## config.mk

```make
export PLATFORM = sky130hd
export DESIGN_NAME = pipe_addsub
export DESIGN_NICKNAME = d
export VERILOG_FILES = /design/src/rtl/pipe_addsub.sv
export SDC_FILE = /design/constraint.sdc
export NUM_CORES = 1
export LEC_CHECK = 0
export ABC_AREA = 1
export CAP_MARGIN = 20
export CELL_PAD_IN_SITES_DETAIL_PLACEMENT = 1
export CELL_PAD_IN_SITES_GLOBAL_PLACEMENT = 1
export CORE_MARGIN = 3
export CORE_UTILIZATION = 42
export CTS_CLUSTER_DIAMETER = 30
export DETAILED_ROUTE_END_ITERATION = 8
export PLACE_DENSITY_LB_ADDON = 0.2
export SYNTH_ARGS = -nofsm -noshare
export SYNTH_HDL_FRONTEND = slang
export SYNTH_SLANG_ARGS = --single-unit
export TNS_END_PERCENT = 10
```

## constraint.sdc

```tcl
create_clock -name clk -period 7.8 [get_ports clk]
set_input_delay 2.34 -clock clk [delete_from_list [all_inputs] [get_ports clk]]
set_output_delay 2.34 -clock clk [all_outputs]
set_load 0.02 [all_outputs]
```

## src/rtl/pipe_addsub.sv

```systemverilog
// rtl/pipe_addsub.sv - pipelined add/subtract unit with C/V/Z flags, tag and valid/ready
// Carry chain split into STAGES chunks; stage k adds chunk k and passes the carry forward.
module pipe_addsub #(
  parameter int WIDTH  = 32,
  parameter int STAGES = 2,
  parameter int TAG_W  = 5
) (
  input  logic             clk,
  input  logic             rst,
  input  logic             in_valid,
  output logic             in_ready,
  input  logic [1:0]       in_op,
  input  logic             in_cin,
  input  logic [WIDTH-1:0] in_a,
  input  logic [WIDTH-1:0] in_b,
  input  logic [TAG_W-1:0] in_tag,
  output logic             out_valid,
  input  logic             out_ready,
  output logic [WIDTH-1:0] out_f,
  output logic             out_c,
  output logic             out_v,
  output logic             out_z,
  output logic [TAG_W-1:0] out_tag
);

  localparam int CW = WIDTH / STAGES;

  logic             w_adv;
  logic [WIDTH-1:0] w_a0;
  logic [WIDTH-1:0] w_b0;
  logic             w_c0;
  logic [TAG_W-1:0] w_tag0;
  logic             w_v_n;

  logic             r_vld [STAGES];
  logic [WIDTH-1:0] r_a   [STAGES];
  logic [WIDTH-1:0] r_b   [STAGES];
  logic [WIDTH-1:0] r_f   [STAGES];
  logic             r_c   [STAGES];
  logic             r_z   [STAGES];
  logic [TAG_W-1:0] r_tag [STAGES];
  logic             r_v;

  logic             w_vld_n [STAGES];
  logic [WIDTH-1:0] w_a_n   [STAGES];
  logic [WIDTH-1:0] w_b_n   [STAGES];
  logic [WIDTH-1:0] w_f_n   [STAGES];
  logic             w_c_n   [STAGES];
  logic             w_z_n   [STAGES];
  logic [TAG_W-1:0] w_tag_n [STAGES];

  assign w_adv    = !out_valid || out_ready;
  assign in_ready = w_adv;

  // Idle inputs are forced to zero so junk or X never reaches the pipeline flags.
  always_comb begin
    w_a0   = in_valid ? in_a : '0;
    w_b0   = '0;
    if (in_valid) w_b0 = in_op[0] ? ~in_b : in_b;
    w_c0   = in_valid && (in_op[1] ? in_cin : in_op[0]);
    w_tag0 = in_valid ? in_tag : '0;
  end

  for (genvar k = 0; k < STAGES; k++) begin : g_stage
    logic             w_vld_i;
    logic [WIDTH-1:0] w_a_i;
    logic [WIDTH-1:0] w_b_i;
    logic [WIDTH-1:0] w_f_i;
    logic [WIDTH-1:0] w_f_o;
    logic             w_c_i;
    logic             w_z_i;
    logic [TAG_W-1:0] w_tag_i;
    logic [CW:0]      w_sum;

    if (k == 0) begin : g_first
      assign w_vld_i = in_valid;
      assign w_a_i   = w_a0;
      assign w_b_i   = w_b0;
      assign w_f_i   = '0;
      assign w_c_i   = w_c0;
      assign w_z_i   = 1'b1;
      assign w_tag_i = w_tag0;
    end else begin : g_next
      assign w_vld_i = r_vld[k-1];
      assign w_a_i   = r_a[k-1];
      assign w_b_i   = r_b[k-1];
      assign w_f_i   = r_f[k-1];
      assign w_c_i   = r_c[k-1];
      assign w_z_i   = r_z[k-1];
      assign w_tag_i = r_tag[k-1];
    end

    assign w_sum = {1'b0, w_a_i[k*CW +: CW]} + {1'b0, w_b_i[k*CW +: CW]} + {{CW{1'b0}}, w_c_i};

    always_comb begin
      w_f_o              = w_f_i;
      w_f_o[k*CW +: CW]  = w_sum[CW-1:0];
    end

    assign w_vld_n[k] = w_vld_i;
    assign w_a_n[k]   = w_a_i;
    assign w_b_n[k]   = w_b_i;
    assign w_f_n[k]   = w_f_o;
    assign w_c_n[k]   = w_sum[CW];
    assign w_z_n[k]   = w_z_i && (w_sum[CW-1:0] == '0);
    assign w_tag_n[k] = w_tag_i;

    if (k == STAGES - 1) begin : g_last
      assign w_v_n = (w_a_i[WIDTH-1] == w_b_i[WIDTH-1]) && (w_f_o[WIDTH-1] != w_a_i[WIDTH-1]);
    end
  end

  // All stages shift together, bubbles included, so order and latency stay fixed.
  always_ff @(posedge clk) begin
    if (rst) begin
      for (int i = 0; i < STAGES; i++) begin
        r_vld[i] <= 1'b0;
        r_a[i]   <= '0;
        r_b[i]   <= '0;
        r_f[i]   <= '0;
        r_c[i]   <= 1'b0;
        r_z[i]   <= 1'b0;
        r_tag[i] <= '0;
      end
      r_v <= 1'b0;
    end else if (w_adv) begin
      for (int i = 0; i < STAGES; i++) begin
        r_vld[i] <= w_vld_n[i];
        r_a[i]   <= w_a_n[i];
        r_b[i]   <= w_b_n[i];
        r_f[i]   <= w_f_n[i];
        r_c[i]   <= w_c_n[i];
        r_z[i]   <= w_z_n[i];
        r_tag[i] <= w_tag_n[i];
      end
      r_v <= w_v_n;
    end
  end

  assign out_valid = r_vld[STAGES-1];
  assign out_f     = r_f[STAGES-1];
  assign out_c     = r_c[STAGES-1];
  assign out_v     = r_v;
  assign out_z     = r_z[STAGES-1];
  assign out_tag   = r_tag[STAGES-1];

endmodule

```

## After elaboration in Yosys (flattened, before gate mapping)

Memory sizes are Yosys's and may differ from the RTL's.
Cells that the tools add are included.

| word-level totals | value |
|---|---|
| register bits | 1 |
| memory bits (writable) | 208 |
| input bits | 76 |
| output and inout port bits | 42 |
| logic and storage cells | 60 |
| memories | 7 |

| operators by class | value |
|---|---|
| $add $sub $neg | 4 |
| equality and inequality tests | 2 |
| multiplexer cells | 24 |
| bitwise gates (word level) | 15 |
| reductions and logical operators | 7 |

Memory list:

| name | depth | width | rd ports | clocked after memory_dff | wr ports | RTL line | source |
|---|---|---|---|---|---|---|---|
| r_a | 2 | 32 | 1 | 0 | 2 | 36 | `logic [WIDTH-1:0] r_a [STAGES];` |
| r_b | 2 | 32 | 1 | 0 | 2 | 37 | `logic [WIDTH-1:0] r_b [STAGES];` |
| r_f | 2 | 32 | 2 | 0 | 2 | 38 | `logic [WIDTH-1:0] r_f [STAGES];` |
| r_tag | 2 | 5 | 2 | 0 | 2 | 41 | `logic [TAG_W-1:0] r_tag [STAGES];` |
| r_c | 2 | 1 | 2 | 0 | 2 | 39 | `logic r_c [STAGES];` |
| r_vld | 2 | 1 | 2 | 0 | 2 | 35 | `logic r_vld [STAGES];` |
| 1 more memories | -- | -- | -- | -- | -- | -- |  |

Operator list:

| cell | number |
|---|---|
| $mux W32 | 9 |
| $add A16 B16 Y17 | 2 |
| $add A17 B1 Y17 | 2 |
| $logic_not A16 Y1 | 2 |
| $not A32 Y32 | 1 |
| $mux W5 | 3 |
| $or A1 B1 Y1 | 14 |
| $mux W1 | 12 |
| $logic_and A1 B1 Y1 | 3 |
| $eq A1 B1 Y1 | 1 |
| $logic_not A1 Y1 | 1 |
| $logic_or A1 B1 Y1 | 1 |
| $ne A1 B1 Y1 | 1 |

## Logic depth before layout (Yosys ltp)

Gate-level depths: netlist of run 1.

| depth | value |
|---|---|
| depth after elaboration | 7 |
| depth in mapped cells | 16 |
| mapped depth without buffers | 15 |

## Worst setup path after synthesis of run 1

Ideal clock, no wire load.

| timing | value |
|---|---|
| path kind | input to register |
| from | input port out_ready |
| to | memory r_a[0][16], enable pin |
| setup time | 0.458 ns |
| arrival | 4.714 ns |
| required time | 7.342 ns |
| slack | 2.629 ns |
| stages on the path | 4 |
| buffers on the path | 0 |
| cells stage by stage | inv_1 -> nand2_1 -> inv_1 -> nand2_1 |

RTL lines:

| item | RTL line | source |
|---|---|---|
| from (decl) | 18 | `input logic out_ready,` |
| to (decl) | 36 |  |

## Worst setup path in the final report of run 1

| timing | value |
|---|---|
| from | input port out_ready |
| to | output port in_ready |

| between the ends | value |
|---|---|
| longest elaborated chain between the ends | 1 |

RTL lines:

| item | RTL line | source |
|---|---|---|
| $logic_or A1 B1 Y1 | 52 | `assign w_adv = !out_valid \|\| out_ready;` |
| to (decl) | 11 | `output logic in_ready,` |

Every way passes these cells.

==> flow_summary_export.csv, run 1 <==
group,metric,value,unit
hold_path,hp-class,"register to register",
yosys,yosys-top-cells-area,"edfxtp_1, nand2_1, inv_1",
routing,drt_first_pass_iters,4,
cells_and_area,drive_gt1_frac,0.0584,
yosys,yosysSeqAreaShare,0.484,
cts,cts.path.max_buffers,2,
worst_setup_path,worst-path-buf-inv,3,
sta,fmax,0.170,GHz
cts,insertion_delay,0.35,ns
routing,antenna_left,0,
hold_path,hold_depth,2,
routing,vias,5011,
cts,cts_setup_buffers,0,
global_routing,grt_max_degree,79,
sta,holdWs,0.505,ns
routing,first_iter_violations,274,
floorplanning,die_area,15700,um2
cells_and_area,area_growth,27.6,%
power_and_ir_drop,vdd_ir_drop_max,0.0978,mV
cts,clkSinkCount,97,
routing,drc,0,
worst_setup_path,crit_family,"buffers and inverters",
sta,fin_tns_setup,0,ns
yosys,postSynthCellCount,719,
worst_setup_path,r2r_slack,5.10,ns
sta,setup_ws,1.91,ns
worst_setup_path,critical_path.max_stage_delay,0.61,ns
worst_setup_path,r2r-end,"r_z[0][1]",
worst_setup_path,crit_chain,"clkdlybuf4s50_1 > inv_1 > nand2_1 > clkdlybuf4s50_1",
floorplanning,core_area,13900,um2
worst_setup_path,crit_arrival,3.55,ns
power_and_ir_drop,p_leak,3.66,nW
global_routing,grt_overflow,0,
place,place_area,7350,um2
yosys,syn-num-nets,829,
cts,cts-root-buf,"clkbuf_16",
place,io_buffers,117,
hold_path,hold_end,"out_v",
worst_setup_path,critPathSlowestCell,"clkdlybuf4s50_1",
routing,wl,15900,um
yosys,ys_warn_count,0,
floorplanning,die_height,125,um
flow_run,drv_cap,0,
sta,clock_skew,0.00863,ns
sta,setup_violations,0,
cts,postCtsHoldBufs,0,
routing,routed_via_density,4.92,
cells_and_area,diodes,0,
yosys,yosys.cell_types.count,29,
global_routing,grt_usage,0.206,
sta,slew_viol_final,0,
cells_and_area,fin_util,0.549,
power_and_ir_drop,p_per_area,179,nW/um2
cts,cts_made_buffers,9,
worst_setup_path,worstRegToRegCells,13,
worst_setup_path,startpoint_type,"input pin",
hold_path,min_from,"out_v",
sta,rsz0062_at_grt,"no",
yosys,synth_area,5990,um2
global_routing,grt_pass1_vias,5245,
floorplanning,rows,43,
yosys,synth.top_cell.area_share,0.481,
cells_and_area,nNetsFinal,944,
sta,fin_crit_sh,0.756,
global_routing,antenna_found_initial,0,
yosys,yosysTopAreaCell,"edfxtp_1",
sta,relSlewSlack,0.294,
sta,hold_violations,0,
place,place_congestion,0.881,
worst_setup_path,rr_startpoint,"r_a[0][16]",
floorplanning,io_pins,118,
yosys,ys_ff_latch,97,
status,status,"finished, final reports clean",
yosys,synth_area_per_cell,8.34,um2
place,hpwl,12100,um
cts,ctsResizeCount,0,
routing,drt-wirelength-per-cell,15.6,um
global_routing,grt_pass1_wl,26000,um
cells_and_area,fin_area,7650,um2
cts,cts_tree,"built",
floorplanning,dieWidth,125,um
place,post-place-ws,1.91,ns
worst_setup_path,critical_path_class,"input pin to primary output",
yosys,synth-edff-count,96,
yosys,synthFlopType,"edfxtp_1",
floorplanning,start_util,0.430,
worst_setup_path,crit_path_frequent_cell,"clkdlybuf4s50_1",
worst_setup_path,cp.required,5.46,ns
sta,worstMarginPinSlew,1.06,ns
cts,clkSlewWorstSetupHoldPaths,0.06,ns
worst_setup_path,crit_fanout,3,
worst_setup_path,endpoint_kind,"primary output",
yosys,async_flop_share,0,
cts,h-tree-depth,3,
sta,period_minus_slack,5.89,ns
[cell usage after synthesis, types with 6 or more instances]
cell	number
clkbuf_1	15
edfxtp_1	96
xnor2_1	16
xor2_1	8
nand3_1	36
nand4_1	6
ha_1	30
nand2_1	150
a21oi_1	45
inv_1	128
o21ai_0	20
nand2_2	12
nor2_1	118
[worst max path at each step]
stage              start    endpoint  slack (ns)  cells past startpoint
2_1_floorplan  out_ready  r_a[0][16]        2.63                      4
3_3_place_gp   out_ready    in_ready        1.91                      4
3_5_place_dp   out_ready    in_ready        1.91                      4
4_1_cts        out_ready    in_ready        1.90                      4
5_1_grt        out_ready    in_ready        1.85                      4
6_report       out_ready    in_ready        1.91                      4
[cell families after synthesis]
logic type      Yosys count  synth area share
simple gates            340             0.237
compound gates           75            0.0693
flops                    97             0.484
fa+ha+maj                34            0.0760
xor+xnor                 26            0.0405
buf+inv                 147            0.0927
[final cells by class]
| class | count | area, um2 |
|---|---|---|
| clock inverter | 7 | 52.6 |
| fill | 1637 | 6290 |
| sequential | 97 | 2900 |
| timing repair buffer | 122 | 1210 |
| clock buffer | 9 | 225 |
| inverter | 129 | 484 |
| multi-input combinational | 475 | 2550 |
| tap | 180 | 225 |
[report_power, final]
part	leakage, nW	switching (W)	internal [W]	total, W
Combinational	2.38	0.000180	0.000130	0.000310
Sequential	1.14	0.0000145	0.000622	0.000636
Clock	0.136	0.000207	0.000219	0.000425
Total	3.66	0.000401	0.000971	0.00137
[worst register-to-register path: cells and delay by family, from the launching register on]
kind / cells / cell delay, ns
flops: 1 / 0.41
fa+ha+maj: 2 / 0.95
simple gates: 11 / 1.18
[metrics by stage]
step / std cells / total power, W
2_1_floorplan: 719 / 0.000825
3_5_place_dp: 1002 / 0.000957
6_report: 1019 / 0.00137
3_3_place_gp: 1002 / 0.000943
5_1_grt: 1019 / 0.00144
4_1_cts: 1018 / 0.00138
[sequential cells by signal, indices dropped and copies added, names as in the netlist]
name	count
r_f	48
r_a	16
r_b	16
r_tag	10
r_c	2
r_vld	2
r_z	2
out_v	1
[placed cells by master (no fill, tap or decap), drive strengths merged, types with 9 or more instances in the layout]
master / instances
edfxtp: 96
o21ai: 21
ha: 30
xnor2: 16
nand2: 162
nand3: 38
clkbuf: 9
clkdlybuf4s50: 116
inv: 131
a21oi: 49
xor2: 10
nor2: 121
[layer usage]
layer  up-vias  GRT usage  routed length, um
li1       2522          -                  -
met1      2358      0.285               7540
met2       111      0.332               7460
met3        20     0.0380                643
met4         0     0.0606                263
met5         -          0                  0
No activity file was read; power rests on OpenSTA's default activity.
==> inputs of run 2 (changes only) <==
--- a/config.mk
+++ b/config.mk
@@ -10,7 +10,7 @@
 export CELL_PAD_IN_SITES_DETAIL_PLACEMENT = 1
 export CELL_PAD_IN_SITES_GLOBAL_PLACEMENT = 1
 export CORE_MARGIN = 3
-export CORE_UTILIZATION = 42
+export CORE_UTILIZATION = 39
 export CTS_CLUSTER_DIAMETER = 30
 export DETAILED_ROUTE_END_ITERATION = 8
 export PLACE_DENSITY_LB_ADDON = 0.2
==> constraint.sdc (replaced) <==
create_clock -name clk -period 5.7 [get_ports clk]
set_input_delay 1.71 -clock clk [delete_from_list [all_inputs] [get_ports clk]]
set_output_delay 1.71 -clock clk [all_outputs]
set_load 0.02 [all_outputs]
==> run 2 against run 1 <==
Effect of this change:
- cell count rose by 0.59%
- core utilization fell by 3.1 points
- sequential share of layout area fell by 0.11 points
- final area rose by 0.28%
- global-route usage fell by 1.8 points
- via count fell by 0.76%
- clock power rose by 39%
- largest cell class unchanged
- clock skew rose by 0.00093 ns
- critical endpoint unchanged
- critical path depth did not move
- sequential power rose by 37%
- first-iteration DRC count fell by 32%
- hold slack improved by 0.0048 ns
==> flow_summary_export.csv, run 2 (synthesis gave the netlist of run 1 again) <==
group,metric,value,unit
status,status,"finished, final reports clean",
cells_and_area,layout_common_cells,"nand2_1, inv_1, nor2_1, clkdlybuf4s50_1, edfxtp_1",
cells_and_area,fin_area,7670,um2
cts,cts.path.max_buffers,2,
cells_and_area,nNetsFinal,946,
hold_path,min_from,"out_v",
cts,cts_setup_buffers,0,
floorplanning,start_util,0.405,
cells_and_area,final_common_cell,"nand2_1",
power_and_ir_drop,p_int,0.00133,W
sta,period_minus_slack,4.67,ns
sta,hold_violations,0,
place,place_area,7380,um2
global_routing,grt_pass1_wl,25100,um
global_routing,grt_overflow,0,
routing,vias,4973,
cells_and_area,fin_util,0.518,
sta,clock_skew,0.00956,ns
worst_setup_path,rr_startpoint,"r_a[0][16]",
cts,cts-root-buf,"clkbuf_16",
hold_path,hp-class,"register to register",
routing,antenna_left,0,
place,place_congestion,0.858,
floorplanning,rows,44,
worst_setup_path,crit_fanout,3,
global_routing,grt_max_degree,39,
global_routing,antenna_found_initial,0,
sta,slew_viol_final,0,
power_and_ir_drop,p_switching,0.000545,W
worst_setup_path,r2r_slack,3.00,ns
worst_setup_path,cp.required,3.99,ns
routing,wl,15200,um
routing,routed_via_density,4.85,
floorplanning,io_pins,118,
cts,insertion_delay,0.35,ns
sta,fmax,0.214,GHz
worst_setup_path,worstRegToRegCells,13,
global_routing,met2_usage,0.306,
floorplanning,die_height,130,um
sta,fin_crit_sh,0.819,
global_routing,grt_usage,0.188,
cells_and_area,largestRegisters,"r_f (48), r_a (16), r_b (16)",
power_and_ir_drop,p_leak,3.67,nW
sta,rsz0062_at_grt,"no",
cts,cts_made_buffers,9,
cells_and_area,drive_gt1_frac,0.0606,
cts,ctsResizeCount,0,
place,hpwl,12100,um
worst_setup_path,critical_path_class,"input pin to primary output",
sta,fin_tns_setup,0,ns
cts,postCtsHoldBufs,0,
sta,relSlewSlack,0.608,
worst_setup_path,startpoint_type,"input pin",
power_and_ir_drop,combPwrFrac,0.223,
sta,worstMarginPinSlew,0.586,ns
routing,drt_first_pass_iters,4,
cells_and_area,area_growth,27.9,%
power_and_ir_drop,vdd_ir_drop_max,0.145,mV
worst_setup_path,endpoint_kind,"primary output",
place,io_buffers,117,
cts,clkSinkCount,97,
power_and_ir_drop,seqPwrFrac,0.463,
routing,first_iter_violations,187,
flow_run,drv_cap,0,
routing,drc,0,
floorplanning,dieWidth,130,um
sta,setup_violations,0,
cts,h-tree-depth,3,
place,numPlacedInstances,1009,
power_and_ir_drop,switching_share,0.290,
floorplanning,die_area,16900,um2
global_routing,grtUsageMet1,0.260,
cts,cts_tree,"built",
global_routing,top_usage_layer,"met2",
global_routing,grt_pass1_vias,5232,
floorplanning,core_area,14800,um2
cts,clkSlewWorstSetupHoldPaths,0.07,ns
worst_setup_path,r2r-end,"r_z[0][1]",
worst_setup_path,crit_arrival,2.96,ns
routing,drt-wirelength-per-cell,14.9,um
cells_and_area,top_register,"r_f",
cells_and_area,diodes,0,
hold_path,hold_depth,2,
cells_and_area,largest_reg_flops,48,
cells_and_area,fin_cells,1025,
power_and_ir_drop,p_per_area,245,nW/um2
global_routing,use_met3,0.0315,
power_and_ir_drop,clkPwrFrac,0.313,
hold_path,hold_end,"out_v",
## run 2: worst max path at each step
stage                          from    endpoint  slack, ns  depth (start not counted)
after global placement    out_ready    in_ready       1.07                          4
after floorplan           out_ready  r_a[0][16]       1.16                          4
final                     out_ready    in_ready       1.03                          4
after CTS                 out_ready    in_ready       1.02                          4
after global routing      out_ready    in_ready       0.98                          4
after detailed placement  out_ready    in_ready       1.03                          4
## run 2: per-stage QoR
| step | hold slack, ns | setup WS (ns) | total power, W |
|---|---|---|---|
| 6_report | 0.509 | 1.03 | 0.00188 |
| 5_1_grt | 0.521 | 0.984 | 0.00197 |
| 4_1_cts | 0.502 | 1.02 | 0.00190 |
| 3_5_place_dp | 0.490 | 1.03 | 0.00131 |
| 3_3_place_gp | 0.480 | 1.07 | 0.00129 |
| 2_1_floorplan | 0.519 | 1.16 | 0.00113 |
## run 2: critical path, stage by stage
cell and delay, ns:
clkdlybuf4s50_1 0.46, inv_1 0.05, nand2_1 0.11, clkdlybuf4s50_1 0.63
## run 2: cell type report
class | instances | area (um2)
well taps | 184 | 230
clock buffers | 9 | 225
inverters | 129 | 484
fillers | 1779 | 7140
flip-flops and latches | 97 | 2900
multi-input cells | 475 | 2550
clock inverters | 7 | 61.3
repair buffers | 124 | 1220
## run 2: power by group through the flow
stage	sequential [W]	combinational [W]	clock [W]
floorplan	0.000918	0.000210	0
global placement	0.000884	0.000411	0
detailed placement	0.000888	0.000422	0
CTS	0.000872	0.000425	0.000601
global route	0.000877	0.000469	0.000628
finish	0.000871	0.000419	0.000589
## run 2: metal layers
layer / share of wire / wire (um) / vias to the layer above
li1: - / - / 2526
met1: 0.50 / 7610 / 2322
met3: 0.035 / 538 / 21
met4: 0.018 / 274 / 0
met2: 0.45 / 6820 / 104
met5: 0 / 0 / -
